## config.mk

```make
export PLATFORM = sky130hd
export DESIGN_NAME = core_mem_requester
export DESIGN_NICKNAME = d
export VERILOG_FILES = /design/src/rtl/core_mem_requester.sv
export SDC_FILE = /design/constraint.sdc
export NUM_CORES = 1
export LEC_CHECK = 0
export ABC_AREA = 0
export BUFFER_PORTS_ARGS = -buffer_cell sky130_fd_sc_hd__buf_2
export CAP_MARGIN = 0
export CORE_MARGIN = 5
export CORE_UTILIZATION = 45
export CTS_CLUSTER_DIAMETER = 150
export CTS_CLUSTER_SIZE = 28
export DETAILED_ROUTE_END_ITERATION = 10
export PLACE_DENSITY = 0.72
export SLEW_MARGIN = 15
export SYNTH_ARGS = -nofsm -noshare
export SYNTH_HDL_FRONTEND = slang
export SYNTH_SLANG_ARGS = --single-unit
export TNS_END_PERCENT = 50
```

## constraint.sdc

```tcl
create_clock -name clk -period 2.4 [get_ports clk]
set_input_delay 0.36 -clock clk [delete_from_list [all_inputs] [get_ports clk]]
set_output_delay 0.36 -clock clk [all_outputs]
set_load 0.01 [all_outputs]
```

## src/rtl/core_mem_requester.sv

```systemverilog
// rtl/core_mem_requester.sv - per-core load/store requester for the shared RAM arbiter
module core_mem_requester #(
    parameter int ADDR_W      = 8,
    parameter int DATA_W      = 8,
    parameter int HOLD_CYCLES = 3,
    parameter int TIMEOUT     = 64
) (
    input  logic              clk,
    input  logic              rst,
    input  logic              cpu_rd,
    input  logic              cpu_wr,
    input  logic [ADDR_W-1:0] cpu_addr,
    input  logic [DATA_W-1:0] cpu_wdata,
    output logic [DATA_W-1:0] cpu_rdata,
    output logic              cpu_busy,
    output logic              cpu_done,
    output logic              cpu_err,
    output logic              mem_rden,
    output logic              mem_wren,
    output logic [ADDR_W-1:0] mem_addr,
    output logic [DATA_W-1:0] mem_din,
    input  logic              mem_acq,
    input  logic [DATA_W-1:0] mem_dq
);

    typedef enum logic [2:0] {
        IDLE    = 3'd0,
        REQ     = 3'd1,
        HOLD    = 3'd2,
        CAPTURE = 3'd3,
        RELEASE = 3'd4
    } state_t;

    localparam logic [3:0] HOLD_LIM = 4'(HOLD_CYCLES);
    localparam logic [7:0] TMO_LIM  = 8'(TIMEOUT);

    state_t            state_q, state_d;
    logic              op_wr_q, op_wr_d;
    logic [3:0]        hold_q, hold_d;
    logic [7:0]        tmo_q, tmo_d;
    logic [3:0]        hold_inc;
    logic [7:0]        tmo_inc;
    logic [DATA_W-1:0] rdata_d, din_d;
    logic [ADDR_W-1:0] addr_d;
    logic              rden_d, wren_d, done_d, err_d, busy_d;

    // Saturating increments: counters park at all-ones rather than wrapping.
    assign hold_inc = (hold_q == 4'hF) ? hold_q : hold_q + 4'd1;
    assign tmo_inc  = (tmo_q == 8'hFF) ? tmo_q : tmo_q + 8'd1;

    // State register and registered outputs; reset drops any request on this edge.
    always_ff @(posedge clk) begin
        if (rst) begin
            state_q   <= IDLE;
            op_wr_q   <= 1'b0;
            hold_q    <= 4'd0;
            tmo_q     <= 8'd0;
            cpu_rdata <= '0;
            cpu_busy  <= 1'b0;
            cpu_done  <= 1'b0;
            cpu_err   <= 1'b0;
            mem_rden  <= 1'b0;
            mem_wren  <= 1'b0;
            mem_addr  <= '0;
            mem_din   <= '0;
        end else begin
            state_q   <= state_d;
            op_wr_q   <= op_wr_d;
            hold_q    <= hold_d;
            tmo_q     <= tmo_d;
            cpu_rdata <= rdata_d;
            cpu_busy  <= busy_d;
            cpu_done  <= done_d;
            cpu_err   <= err_d;
            mem_rden  <= rden_d;
            mem_wren  <= wren_d;
            mem_addr  <= addr_d;
            mem_din   <= din_d;
        end
    end

    // Next-state and next-output logic; done/err default low so they pulse for one cycle.
    always_comb begin
        state_d = state_q;
        op_wr_d = op_wr_q;
        hold_d  = hold_q;
        tmo_d   = tmo_q;
        rdata_d = cpu_rdata;
        rden_d  = mem_rden;
        wren_d  = mem_wren;
        addr_d  = mem_addr;
        din_d   = mem_din;
        done_d  = 1'b0;
        err_d   = 1'b0;

        unique case (state_q)
            IDLE: begin
                hold_d = 4'd0;
                tmo_d  = 8'd0;
                if (cpu_wr || cpu_rd) begin
                    addr_d  = cpu_addr;
                    din_d   = cpu_wdata;
                    op_wr_d = cpu_wr;
                    wren_d  = cpu_wr;
                    rden_d  = !cpu_wr;
                    state_d = REQ;
                end
            end
            REQ: begin
                tmo_d = tmo_inc;
                if (mem_acq) begin
                    // The granting REQ cycle already counts as the first held cycle.
                    hold_d = 4'd1;
                    if (HOLD_LIM <= 4'd1) begin
                        rden_d  = 1'b0;
                        wren_d  = 1'b0;
                        state_d = CAPTURE;
                    end else begin
                        state_d = HOLD;
                    end
                end else if (tmo_inc >= TMO_LIM) begin
                    rden_d  = 1'b0;
                    wren_d  = 1'b0;
                    err_d   = 1'b1;
                    state_d = RELEASE;
                end
            end
            HOLD: begin
                if (!mem_acq) begin
                    // Grant lost: start over, but the grant-wait budget keeps accumulating.
                    hold_d  = 4'd0;
                    state_d = REQ;
                end else begin
                    hold_d = hold_inc;
                    if (hold_inc >= HOLD_LIM) begin
                        rden_d  = 1'b0;
                        wren_d  = 1'b0;
                        state_d = CAPTURE;
                    end
                end
            end
            CAPTURE: begin
                if (!op_wr_q) begin
                    rdata_d = mem_dq;
                end
                done_d  = 1'b1;
                state_d = RELEASE;
            end
            RELEASE: begin
                // A grant still high here belongs to the finished access, not a new one.
                if (!mem_acq) begin
                    state_d = IDLE;
                end
            end
            default: begin
                rden_d  = 1'b0;
                wren_d  = 1'b0;
                state_d = IDLE;
            end
        endcase

        busy_d = (state_d != IDLE);
    end

endmodule

```

==> flow_summary_export.csv <==
group,metric,value,unit
global_route,grt_usage,15.9,%
worst_setup_path,reg2reg_slack,0.52,ns
timing,hold_viol,0,
worst_setup_path,path_cells,"ha_1 -> and2_4 -> and4_4 -> mux2i_1 -> a2bb2oi_2 -> mux2_1",
synth,netlist_area,1940,um^2
final_layout,fin_nets,314,
worst_setup_path,cp_num_buf_inv,0,
synth,syn-num-nets,255,
power,finalPower,1.65,mW
routing,wire_per_inst,12.8,um
placed_design,place_congestion,0.753,
synth,synth_seq_cells,45,
global_route,grt_pass1_vias,1576,
synth,synthFlopType,"dfxtp_1",
clock_tree,cts_hold_buf,0,
floorplan,design.die.area,5720,um^2
clock_tree,worstSkewPairLatency,0.30,ns
placed_design,preCtsSetupSlack,0.556,ns
routing,dr.first_iter.drc_count,70,
power,p_comb_share,15.9,%
power,p_sw,0.413,mW
clock_tree,cts.path.max_buffers,2,
worst_setup_path,reg2reg_depth,6,
power,sw_frac_of_total,25.0,%
synth,syn_area_per_cell,8.66,um^2
power,share_seq_of_total_power,49.3,%
timing,min_period,1.88,ns
clock_tree,cts_tree,"yes",
final_layout,layout-drive-gt1-share,28.9,%
floorplan,core,4090,um^2
worst_setup_path,path_delay_family,"multiplexers",
worst_setup_path,startpoint_type,"flop",
clock_tree,h-tree-depth,2,
worst_setup_path,crit_start,"tmo_q[0]",
timing,maxSlewViolCount,0,
worst_setup_path,r2r-start,"tmo_q[0]",
floorplan,die_h,75.7,um
power,intPower,1.24,mW
clock_tree,post_cts_buffers,0,
clock_tree,cts_resized,0,
global_route,grt_max_degree,32,
clock_tree,cts_sinks,45,
timing,setup_tns,0,ns
floorplan,rows,23,
power,vdd_drop_max,0.481,mV
floorplan,initial_utilization,47.5,%
worst_setup_path,max_stage_delay,0.37,ns
worst_hold_path,holdCritPathClass,"input port to flop",
timing,final-setup-viol-count,0,
clock_tree,cts-root-buf,"clkbuf_8",
global_route,grt_first_pass_wirelength,6.88,mm
placed_design,hpwl,3.17,mm
worst_setup_path,worstPathArrival,2.06,ns
timing,setup_slack,0.521,ns
worst_setup_path,cp-end-kind,"flop",
worst_setup_path,critPathKind,"flop to flop",
global_route,overflow,0,
routing,route.vias.total,1731,
power,leakagePower,1.03,nW
synth,synthCells,224,
final_layout,antenna_cells,0,
worst_setup_path,endpoint,"mem_rden",
worst_setup_path,slowest_stage,"dfxtp_1",
worst_setup_path,worstReg2RegEnd,"mem_rden",
final_layout,utilization,58.8,%
timing,relSlewSlack,60.7,%
routing,first_pass_iters,4,
power,power_density,687,nW/um^2
placed_design,port_buffers,57,
synth,synth-edff-count,0,
routing,via_per_inst,5.18,
placed_design,dpl.cell_count,326,
timing,period_share,78.3,%
routing,ant_nets,0,
synth,synth_cell_types,51,
worst_setup_path,path_max_fanout,6,
timing,clock_skew,0.00788,ns
synth,yosys_warnings,0,
routing,drt-total-wl,4.27,mm
routing,drc,0,
flow_run,maxCapViolations,0,
run_status,outcome,"finished clean",
power,pwr-share-clk,34.8,%
global_route,antenna_found_initial,0,
final_layout,layout-area-overhead-vs-synth,23.9,%
final_layout,fin_cells,334,
clock_tree,cts-buffers-inserted,5,
floorplan,boundaryPins,58,
synth,synth-seq-area-share,46.5,%
timing,timing.fmax,0.532,GHz
clock_tree,clk_pin_slew,0.08,ns
worst_hold_path,hold_depth,3,
synth,async_flop_share,0,%
floorplan,fp.dieW,75.7,um
timing,rsz0062_at_grt,"no",
worst_setup_path,required,2.58,ns
timing,worstMarginPinSlew,0.589,ns
worst_setup_path,cp.depth,6,
-- cell usage after synthesis (2+ instances only) --
library cell	instances	share of area, %
a31oi_1	4	1.3
nand3_1	5	1.3
nor4_1	2	0.65
ha_1	2	1.3
nor2b_1	2	0.65
o31ai_1	3	1.2
clkbuf_1	7	1.4
a21oi_1	22	5.7
buf_2	3	0.77
nor3_1	4	1.0
dfxtp_1	45	46
nand4_1	2	0.65
o21ai_0	2	0.52
inv_1	3	0.58
mux2i_1	12	6.2
a21o_1	2	0.77
or2_2	2	0.65
nor2_1	20	3.9
a32oi_1	2	0.90
nand2_1	44	8.5
a211oi_1	4	1.5
or3_1	2	0.65
nand3b_1	2	0.77
-- worst min path at each step --
stage	endpoint	start	slack (ns)
after CTS	mem_addr[4]	cpu_addr[4]	0.28
after global placement	mem_addr[2]	mem_addr[2]	0.44
after floorplan	tmo_q[5]	tmo_q[5]	0.46
final	mem_addr[4]	cpu_addr[4]	0.29
after detailed placement	mem_addr[3]	mem_addr[3]	0.44
after global routing	mem_addr[4]	cpu_addr[4]	0.28
-- tightest hold or removal path, cell delays in order --
cell and delay [ns]:
buf_2 0.09, nand2_1 0.04, a21oi_1 0.05
-- power by group through the flow --
stage	Combinational (mW)	Sequential [mW]	Clock [mW]
final	0.262	0.815	0.575
after global routing	0.295	0.822	0.621
after CTS	0.265	0.815	0.595
after detailed placement	0.264	0.832	0
after global placement	0.262	0.831	0
after floorplan	0.152	0.843	0
-- placed cells by master (no fill, tap or decap), types with 3 or more instances in the layout --
cell type,instances
a31oi_1,4
nand2_1,44
clkbuf_8,6
dfxtp_1,45
mux2i_1,12
a211oi_1,4
nand3_1,5
buf_2,57
nor3_1,4
inv_1,3
o31ai_1,3
a21oi_1,22
nor2_1,20
buf_4,6
-- stage by stage --
step	hold slack (ns)	area [um^2]
after floorplan	0.456	1940
after global placement	0.439	2290
after detailed placement	0.445	2290
after CTS	0.284	2400
after global routing	0.279	2400
final	0.290	2400
-- sequential cells by signal, summed over array words and instances (netlist names) --
register and cells:
hold_q 4, mem_addr 8, state_q 3, mem_rden 1
cpu_busy 1, mem_wren 1, cpu_err 1, cpu_done 1
cpu_rdata 8, mem_din 8, tmo_q 8, op_wr_q 1
-- logic make-up (layout without fill, tap and decap cells) --
kind of cell               after synthesis  after routing  synth area share [%]
AOI/OAI and AO/OA                       48             48                  16.2
xor gates and xnor gates                 1              1                 0.452
adders and majority gates                2              2                  1.29
buffers and inverters                   14             74                  2.90
DFF                                     45             45                  46.5
muxes                                   14             14                  7.36
and+or+nand+nor                        100            100                  25.4
-- layout make-up --
type	instances	area (um^2)
Clock buffer	7	86.3
Sequential cell	45	901
Tap cell	50	62.6
Multi-Input combinational cell	165	982
Inverter	3	11.3
Clock inverter	1	30.0
Fill cell	382	1680
Timing Repair Buffer	63	330
-- routing by layer --
layer  GRT usage [%]  wire (um)  part of all wire [%]  vias to the layer above
met4            5.24         54                   1.3                        0
met5               0          0                     0                        -
met3            5.94        345                   8.1                        7
li1                -          -                     -                      907
met2            25.5       1990                    46                       42
met1            19.8       1880                    44                      775
(Power assumes the default switching activity.)
